**src/rtl/round_ctrl_pkg.sv**
```systemverilog
// Package for round_controller: FSM state encoding, default parameter values
// and small elaboration-time helpers.
package round_ctrl_pkg;

  typedef enum logic [2:0] {
    ST_IDLE,
    ST_LOAD,
    ST_SHOW_ON,
    ST_SHOW_OFF,
    ST_INPUT,
    ST_JUDGE,
    ST_DONE
  } state_e;

  localparam int DEF_N_CH          = 8;
  localparam int DEF_MAX_LEN       = 16;
  localparam int DEF_N_ROUNDS      = 10;
  localparam int DEF_SHOW_TICKS    = 5;
  localparam int DEF_GAP_TICKS     = 2;
  localparam int DEF_TIMEOUT_TICKS = 50;

  function automatic int max3(input int a, input int b, input int c);
    int m;
    m = (a > b) ? a : b;
    return (m > c) ? m : c;
  endfunction

  // Address width of at least one bit, so a one-entry buffer still has a port.
  function automatic int clog2_min1(input int v);
    return (v > 1) ? $clog2(v) : 1;
  endfunction

endpackage

```
**src/rtl/pattern_buf.sv**
```systemverilog
// pattern_buf: storage for the symbols of the current round.
// One synchronous write port, one asynchronous read port.
//   clk          write clock
//   we/waddr/wdata  write port
//   raddr/rdata  combinational read port
// Depth is rounded up to 2**AW so any AW-bit address is in range; only the
// first MAX_LEN entries are ever written by the controller.
module pattern_buf #(
  parameter int W  = 3,
  parameter int AW = 4
) (
  input  logic          clk,
  input  logic          we,
  input  logic [AW-1:0] waddr,
  input  logic [W-1:0]  wdata,
  input  logic [AW-1:0] raddr,
  output logic [W-1:0]  rdata
);

  logic [W-1:0] mem [2**AW];

  always_ff @(posedge clk) begin
    if (we) mem[waddr] <= wdata;
  end

  assign rdata = mem[raddr];

endmodule

```
**src/rtl/round_controller.sv**
```systemverilog
// round_controller: one memory-game round sequencer. Loads a pattern of
// channel symbols, plays it on the LEDs, then checks the player's presses.
//
// Ports
//   clk, rst        clock, asynchronous active-high reset
//   tick            single-cycle pacing strobe for all durations
//   start, len      start a game with pattern length len (1..MAX_LEN)
//   pat_req/ack/sym pattern symbol handshake (one symbol per acked cycle)
//   button          single-cycle press pulses, one bit per channel
//   led             one-hot display / press echo
//   score,round_cnt rounds won / rounds played in the current game
//   round_win/lose  one-cycle verdict pulse per round
//   game_done       held after the last round
//   busy            high whenever a game is in progress
//
// Build option: define ROUND_CTRL_TIMEOUT_EN to lose a round after
// TIMEOUT_TICKS ticks without a press; otherwise input waits forever.
module round_controller
  import round_ctrl_pkg::*;
#(
  parameter int N_CH          = DEF_N_CH,
  parameter int MAX_LEN       = DEF_MAX_LEN,
  parameter int N_ROUNDS      = DEF_N_ROUNDS,
  parameter int SHOW_TICKS    = DEF_SHOW_TICKS,
  parameter int GAP_TICKS     = DEF_GAP_TICKS,
  parameter int TIMEOUT_TICKS = DEF_TIMEOUT_TICKS
) (
  input  logic                          clk,
  input  logic                          rst,
  input  logic                          tick,
  input  logic                          start,
  input  logic [$clog2(MAX_LEN+1)-1:0]  len,
  output logic                          pat_req,
  input  logic                          pat_ack,
  input  logic [$clog2(N_CH)-1:0]       pat_sym,
  input  logic [N_CH-1:0]               button,
  output logic [N_CH-1:0]               led,
  output logic [$clog2(N_ROUNDS+1)-1:0] score,
  output logic [$clog2(N_ROUNDS+1)-1:0] round_cnt,
  output logic                          round_win,
  output logic                          round_lose,
  output logic                          game_done,
  output logic                          busy
);

  localparam int LW = $clog2(MAX_LEN+1);
  localparam int SW = $clog2(N_CH);
  localparam int RW = $clog2(N_ROUNDS+1);
  localparam int AW = clog2_min1(MAX_LEN);
  localparam int TW = $clog2(max3(SHOW_TICKS, GAP_TICKS, TIMEOUT_TICKS) + 1);

  state_e        state;
  logic [LW-1:0] idx, len_q;
  logic [TW-1:0] tcnt;
  logic          win;

  logic [SW-1:0] sym_mod, rdata;
  logic [AW-1:0] raddr;
  logic          we, idx_last, btn_match;

  function automatic logic [N_CH-1:0] onehot(input logic [SW-1:0] s);
    return {{(N_CH-1){1'b0}}, 1'b1} << s;
  endfunction

  // pat_sym can only exceed N_CH-1 by less than N_CH, so one subtract is a
  // full modulo reduction.
  always_comb begin
    sym_mod = pat_sym;
    if (32'(pat_sym) >= N_CH) sym_mod = pat_sym - SW'(N_CH);
  end

  // Read address looks ahead in SHOW_OFF so the next symbol is ready when
  // the gap ends and can be registered straight onto the LEDs.
  always_comb begin
    raddr = idx[AW-1:0];
    case (state)
      ST_LOAD:     raddr = '0;
      ST_SHOW_OFF: raddr = idx[AW-1:0] + AW'(1);
      default:     raddr = idx[AW-1:0];
    endcase
  end

  assign we        = (state == ST_LOAD) && pat_ack;
  assign idx_last  = (idx == len_q - LW'(1));
  assign btn_match = (button == onehot(rdata));

  pattern_buf #(.W(SW), .AW(AW)) u_buf (
    .clk   (clk),
    .we    (we),
    .waddr (idx[AW-1:0]),
    .wdata (sym_mod),
    .raddr (raddr),
    .rdata (rdata)
  );

  always_ff @(posedge clk or posedge rst) begin
    if (rst) begin
      state      <= ST_IDLE;
      idx        <= '0;
      len_q      <= '0;
      tcnt       <= '0;
      win        <= 1'b0;
      pat_req    <= 1'b0;
      led        <= '0;
      score      <= '0;
      round_cnt  <= '0;
      round_win  <= 1'b0;
      round_lose <= 1'b0;
      game_done  <= 1'b0;
      busy       <= 1'b0;
    end else begin
      round_win  <= 1'b0;
      round_lose <= 1'b0;
      case (state)
        ST_IDLE, ST_DONE: begin
          if (start && len != '0 && 32'(len) <= MAX_LEN) begin
            len_q     <= len;
            score     <= '0;
            round_cnt <= '0;
            idx       <= '0;
            tcnt      <= '0;
            pat_req   <= 1'b1;
            busy      <= 1'b1;
            game_done <= 1'b0;
            led       <= '0;
            state     <= ST_LOAD;
          end
        end

        ST_LOAD: begin
          if (pat_ack) begin
            if (idx_last) begin
              // Entry 0 may be the symbol being written right now (len==1),
              // so forward it instead of reading the buffer.
              led     <= onehot((idx == '0) ? sym_mod : rdata);
              pat_req <= 1'b0;
              idx     <= '0;
              tcnt    <= '0;
              state   <= ST_SHOW_ON;
            end else begin
              idx <= idx + LW'(1);
            end
          end
        end

        ST_SHOW_ON: begin
          if (tick) begin
            if (tcnt == TW'(SHOW_TICKS-1)) begin
              tcnt  <= '0;
              led   <= '0;
              state <= ST_SHOW_OFF;
            end else begin
              tcnt <= tcnt + TW'(1);
            end
          end
        end

        ST_SHOW_OFF: begin
          if (tick) begin
            if (tcnt == TW'(GAP_TICKS-1)) begin
              tcnt <= '0;
              if (idx_last) begin
                idx   <= '0;
                state <= ST_INPUT;
              end else begin
                idx   <= idx + LW'(1);
                led   <= onehot(rdata);
                state <= ST_SHOW_ON;
              end
            end else begin
              tcnt <= tcnt + TW'(1);
            end
          end
        end

        ST_INPUT: begin
          led <= button;
          if (button != '0) begin
            tcnt <= '0;
            if (btn_match) begin
              if (idx_last) begin
                win       <= 1'b1;
                round_win <= 1'b1;
                state     <= ST_JUDGE;
              end else begin
                idx <= idx + LW'(1);
              end
            end else begin
              // Wrong channel or several buttons at once: abort the round.
              win        <= 1'b0;
              round_lose <= 1'b1;
              state      <= ST_JUDGE;
            end
          end
`ifdef ROUND_CTRL_TIMEOUT_EN
          else if (tick) begin
            if (tcnt == TW'(TIMEOUT_TICKS-1)) begin
              win        <= 1'b0;
              round_lose <= 1'b1;
              state      <= ST_JUDGE;
            end else begin
              tcnt <= tcnt + TW'(1);
            end
          end
`endif
        end

        ST_JUDGE: begin
          led       <= '0;
          idx       <= '0;
          tcnt      <= '0;
          round_cnt <= round_cnt + RW'(1);
          score     <= score + RW'(win);
          if (round_cnt == RW'(N_ROUNDS-1)) begin
            busy      <= 1'b0;
            game_done <= 1'b1;
            state     <= ST_DONE;
          end else begin
            pat_req <= 1'b1;
            state   <= ST_LOAD;
          end
        end

        default: state <= ST_IDLE;
      endcase
    end
  end

endmodule

```
**config.mk**
```make
export PLATFORM = sky130hd
export DESIGN_NAME = round_controller
export DESIGN_NICKNAME = d
export VERILOG_FILES = /design/src/rtl/round_ctrl_pkg.sv /design/src/rtl/pattern_buf.sv /design/src/rtl/round_controller.sv
export SDC_FILE = /design/constraint.sdc
export NUM_CORES = 1
export LEC_CHECK = 0
export BUFFER_PORTS_ARGS = -buffer_cell sky130_fd_sc_hd__buf_4
export CAP_MARGIN = 20
export CELL_PAD_IN_SITES_DETAIL_PLACEMENT = 1
export CELL_PAD_IN_SITES_GLOBAL_PLACEMENT = 1
export CORE_UTILIZATION = 25
export CTS_CLUSTER_SIZE = 40
export DETAILED_ROUTE_END_ITERATION = 6
export GPL_TIMING_DRIVEN = 0
export PLACE_DENSITY_LB_ADDON = 0.1
export SETUP_SLACK_MARGIN = 0.02
export SKIP_LAST_GASP = 1
export SYNTH_ARGS = -nofsm -noshare
export SYNTH_HDL_FRONTEND = slang
export SYNTH_SLANG_ARGS = --single-unit
```
**constraint.sdc**
```tcl
create_clock -name clk -period 7.9 [get_ports clk]
set_input_delay 0.395 -clock clk [delete_from_list [all_inputs] [get_ports clk]]
set_output_delay 0.395 -clock clk [all_outputs]
set_load 0.02 [all_outputs]
```
# Yosys cells after proc, flatten, opt, wreduce, memory -nomap -nowiden
# Memory sizes are Yosys's and may differ from the RTL's.
# Index checks and enable logic that the tools add are counted.
# totals
register_bits	41
latchBits	0
mem_bits_rw	48
mem_bits_ro	0
in_bits	21
out_inout_bits	21
word_cells	136
n_memories	1
# op_classes
addsub	6
multipliers	0
div	0
magnitude_cmp	1
n_eq_ne	26
shifts	2
muxes	66
n_bitwise	0
n_reduce_logical	21
# memory_table
memory	words	width	rd	rd_ports_with_merged_regs	wr	line_no	rtl
u_buf.mem	16	3	1	0	1	pattern_buf.sv:20	logic [W-1:0] mem [2**AW];
# op_table
cell	n
$mux 8	8
$mux 6	8
$pmux 8 s6	1
$mux 5	8
$mux 3	13
$pmux 6 s6	1
$ne 2x2->1 const B	14
$pmux 5 s5	1
$pmux 4 s2	3
$mux 1	18
$pmux 3 s6	1
$reduce_and 9->1	2
$shl 1x3->8 const A	2
$reduce_bool 5->1	2
$eq 3x3->1 const B	3
$add 4x1->4 const B	2
$eq 8x8->1	1
$reduce_and 8->1	1
$reduce_bool 8->1	1
$reduce_and 7->1	1
$add 6x1->6 const B	1
$eq 3x2->1 const B	2
$eq 6x1->1 const B	1
$eq 6x3->1 const B	1
21 further kinds	26

# Logic depth before layout (Yosys ltp)
# An unclocked memory read counts as a cell.
# depth
depth_word	8
ltp_mapped	17
ltp_nobuf	14

# By module
# A second synthesis with hierarchy kept.
# hier_totals
cells_unflattened	431
area_unflattened_um2	5004.8
# by_module_without_submodules
module	n_inst	cells_each	area_per_inst_um2
round_controller	1	331	3052.9
pattern_buf	1	100	1951.9

# Worst setup path after synthesis
# Ideal clock, no wire load.
# synth_path
kind	reg2reg
start	register idx[0]
end	register idx[4]
setup_ns	0.079
arrival_time_ns	3.309
setup_slack_ns	4.512
path_stages_with_launch	17
path_cell_list	dfrtp_1 > inv_1 > ha_1 > nand2_1 > mux2_4 > buf_6 > buf_6 > mux2i_1 > mux2i_1 > a22oi_1 > o221ai_2 > nand2b_1 > nor3b_1 > o32ai_1 > nor4_4 > o2111ai_1 > mux2i_1
# synth_via
elab_chain_len	7
# synth_rtl
element	line_no	rtl
from (decl)	round_controller.sv:53	logic [LW-1:0] idx, len_q;
from (signal assigned)	round_controller.sv:141	idx <= idx + LW'(1);
from (signal assigned)	round_controller.sv:166	idx <= idx + LW'(1);
from (signal assigned)	round_controller.sv:186	idx <= idx + LW'(1);
$add 4x1->4	round_controller.sv:78	ST_SHOW_OFF: raddr = idx[AW-1:0] + AW'(1);
$pmux 4 s2	round_controller.sv:76	case (state)
$mem_v2 16x3	-	
$shl 1x3->8	round_controller.sv:62	return {{(N_CH-1){1'b0}}, 1'b1} << s;
$eq 8x8->1	round_controller.sv:85	assign btn_match = (button == onehot(rdata));
$ne 2x2->1 (no source line)	-	
$reduce_and 8->1 (no source line)	-	
# Several ways; a longest one is shown, not always the timed one. The select of a mux whose other input is x is not followed.
# A chain may end at the register's enable or synchronous reset.

# Worst setup path after layout
# Ends and elaborated chain as after synthesis.

==> results.py <==
metrics = {
    "status": {
        "status": "finished clean",
    },
    "final_layout": {
        "regArea_mm2": 0.00247,
        "final_cell_mix": "64 x nand2_1, 48 x edfxtp_1, 45 x nor2_1",
        "n_fill_cell": 2193,
        "drive_gt1_frac": 0.187,
        "fin_nets": 557,
        "area_growth_syn_to_layout_pct": 19.6,
        "multi_input_area_mm2": 0.00221,
        "diodes": 0,
        "mostFrequentLayoutCell": "nand2_1",
    },
    "sta": {
        "maxSlewViolCount": 0,
        "fin_tns_setup_ps": 0,
        "max-slew-margin-rel": 0.315,
        "rsz0062_at_grt": "false",
        "max_freq_ghz": 0.227,
        "layout_setup_ws_ps": 3490,
        "fin_crit_ps": 4410,
        "clock_skew_ps": 6.51,
        "timing.final.crit_share": 0.558,
        "hold_viol_final": 0,
        "tightest_slew_ps": 1020,
        "finalSetupViolCount": 0,
    },
    "die": {
        "ios": 42,
        "core_mm2": 0.0189,
        "die_area_mm2": 0.0200,
        "rows": 50,
        "die_x_um": 141,
        "start_util": 0.257,
        "die_h_um": 141,
    },
    "yosys": {
        "synth_top_area_cell": "edfxtp_1",
        "netlist_area_mm2": 0.00486,
        "ys_ff_latch": 89,
        "avgSynthCellArea_um2": 10.4,
        "syn_inst": 469,
        "synthDistinctLibCells": 60,
        "synth_fp_nets": 502,
        "synth_flop_cell": "edfxtp_1",
        "synth_top_area_share": 0.296,
        "async_flop_share": 0.461,
        "ys_seq_area_frac": 0.507,
        "ys_warn_count": 0,
        "synth_edf_count": 48,
        "synth_area_leaders": "edfxtp_1 30%, dfrtp_1 21%, mux2i_1 4.9%, nand2_1 4.9%, o21ai_0 3.6%",
    },
    "critical_path": {
        "cpPeakStageDelay_ps": 830,
        "cpMostUsedCell": "mux2i_1",
        "critPathLaunchType": "register",
        "endpoint_kind": "register",
        "critical_path_class": "reg -> reg",
        "arrival_ps": 4680,
        "rrSetupSlack_ps": 3490,
        "cp_slowest_cell": "o32ai_1",
        "crit_chain": "inv_1, ha_1, nand2_1, mux2_4, buf_6, buf_6, mux2i_1, mux2i_1, a22oi_1, o221ai_2, nand2b_1, nor3b_1, o32ai_1, nor4_4, o2111ai_1, mux2i_1",
        "crit_fanout": 10,
        "cp_top_family": "compound AO/OA/AOI/OAI gates",
        "cp_num_buf_inv": 3,
        "cp.required_ps": 8170,
    },
    "global_routing": {
        "grt_start_max_net_pins": 25,
        "overflow": 0,
        "track_usage": 0.147,
        "grt_pass1_wl_um": 22200,
        "antenna_found_initial": 0,
        "grt_pass1_vias": 3977,
    },
    "cts": {
        "ctsHoldBuffers": 0,
        "clkLatencyLatePin_ps": 350,
        "ctsRootBufferMaster": "clkbuf_16",
        "numCtsBuffers": 9,
        "cts_tree": "done",
        "cts_max_path_buffers": 2,
        "post_cts_resized": 0,
        "cts.sinks": 89,
        "postCtsSetupBuffers": 0,
        "path_clk_slew_ps": 70,
        "htree_levels": 3,
    },
    "power_and_ir_drop": {
        "ir_drop_mv": 0.155,
        "power.leakage_nw": 2.29,
        "power_w": 0.00219,
        "power_density_mw_per_mm2": 377,
    },
    "route": {
        "drt_iter0_drc": 161,
        "wire_per_inst_um": 17.2,
        "routed_via_density": 4.70,
        "drtAntennaViolNets": 0,
        "totalWireLength_um": 13600,
        "vias": 3710,
        "drt-pass1-iter-count": 4,
        "wl_met2_um": 6600,
        "route.met3.wl_um": 421,
        "wl_met1_um": 6340,
        "drcViolationCount": 0,
        "routed.top_layer": "met4",
    },
    "place": {
        "io_buffers": 41,
        "dp_hpwl_um": 9990,
        "place_congestion": 0.779,
        "preCtsSetupSlack_ps": 3460,
    },
    "flow_run": {
        "drv_cap": 0,
    },
    "worst_hold_path": {
        "hold_path.class": "in -> async",
    },
}
[registers in the layout, summed over array words and instances, names as in the netlist, 3 cells and up]
| signal | count |
|---|---|
| idx | 5 |
| led | 8 |
| len_q | 5 |
| round_cnt | 4 |
| score | 4 |
| state | 3 |
| tcnt | 6 |
| u_buf.mem | 48 |
[cell type report]
class / count / share of cell area
multi-input cells: 342 / 0.381
clock buffers: 10 / 0.0411
plain buffers: 23 / 0.0219
flip-flops and latches: 89 / 0.424
repair buffers: 44 / 0.0583
inverters: 15 / 0.00968
clock inverters: 6 / 0.00839
well taps: 260 / 0.0559
[cell usage after synthesis, types with 6 or more instances]
library cell / instances
o21ai_0: 35
dfrtp_1: 41
clkbuf_1: 15
nor3_1: 18
nor2_1: 45
edfxtp_1: 48
inv_1: 15
nand3_1: 7
ha_1: 12
mux2_2: 9
nand2b_1: 13
a21oi_1: 19
nand2_1: 64
xnor2_1: 6
mux2i_1: 24
[routing by layer]
layer | vias to the layer above | track usage
met4 | 0 | 0.0379
met5 | - | 0
li1 | 1815 | -
met3 | 14 | 0.0385
met2 | 52 | 0.250
met1 | 1829 | 0.185
[final timing paths]
kind                                     start                    to  cells after the start
min in group clk                        len[2]  len_q[2]$_DFFE_PP0P_                      3
min                                        rst   tcnt[1]$_DFFE_PP0P_                      2
max                         idx[0]$_DFFE_PP0P_    idx[4]$_DFFE_PP0P_                     16
max in group asynchronous                  rst  len_q[0]$_DFFE_PP0P_                      3
min reg2reg                tcnt[5]$_DFFE_PP0P_   tcnt[5]$_DFFE_PP0P_                      1
max reg2reg                 idx[0]$_DFFE_PP0P_    idx[4]$_DFFE_PP0P_                     16
[report_power, final]
group	leakage (nW)	switching (W)	internal, W	total [W]
combinational	1.19	0.000688	0.000442	0.00113
clock	0.144	0.000192	0.000226	0.000418
sequential	0.962	0.0000759	0.000571	0.000646
[logic make-up (layout without fill, tap and decap cells)]
logic type	Yosys count	count (layout)	share of synthesized area
AOI/OAI and AO/OA	96	96	0.136
xor gates and xnor gates	8	8	0.0144
adders and majority gates	12	12	0.0309
buffers and inverters	38	98	0.0378
DFF	89	89	0.507
muxes	36	36	0.0779
and+or+nand+nor	190	190	0.195
[through the flow]
step                hold WS, ps  cell area (µm²)   util  cells
floorplan                   446             4860      -    469
global placement            464             5500  0.291    770
detailed placement          431             5530  0.293    773
CTS                        50.0             5820  0.308    789
global route               68.1             5820  0.308    789
finish                     47.0             5820  0.308    789
Note: power is estimated with default switching activity, not from simulation.
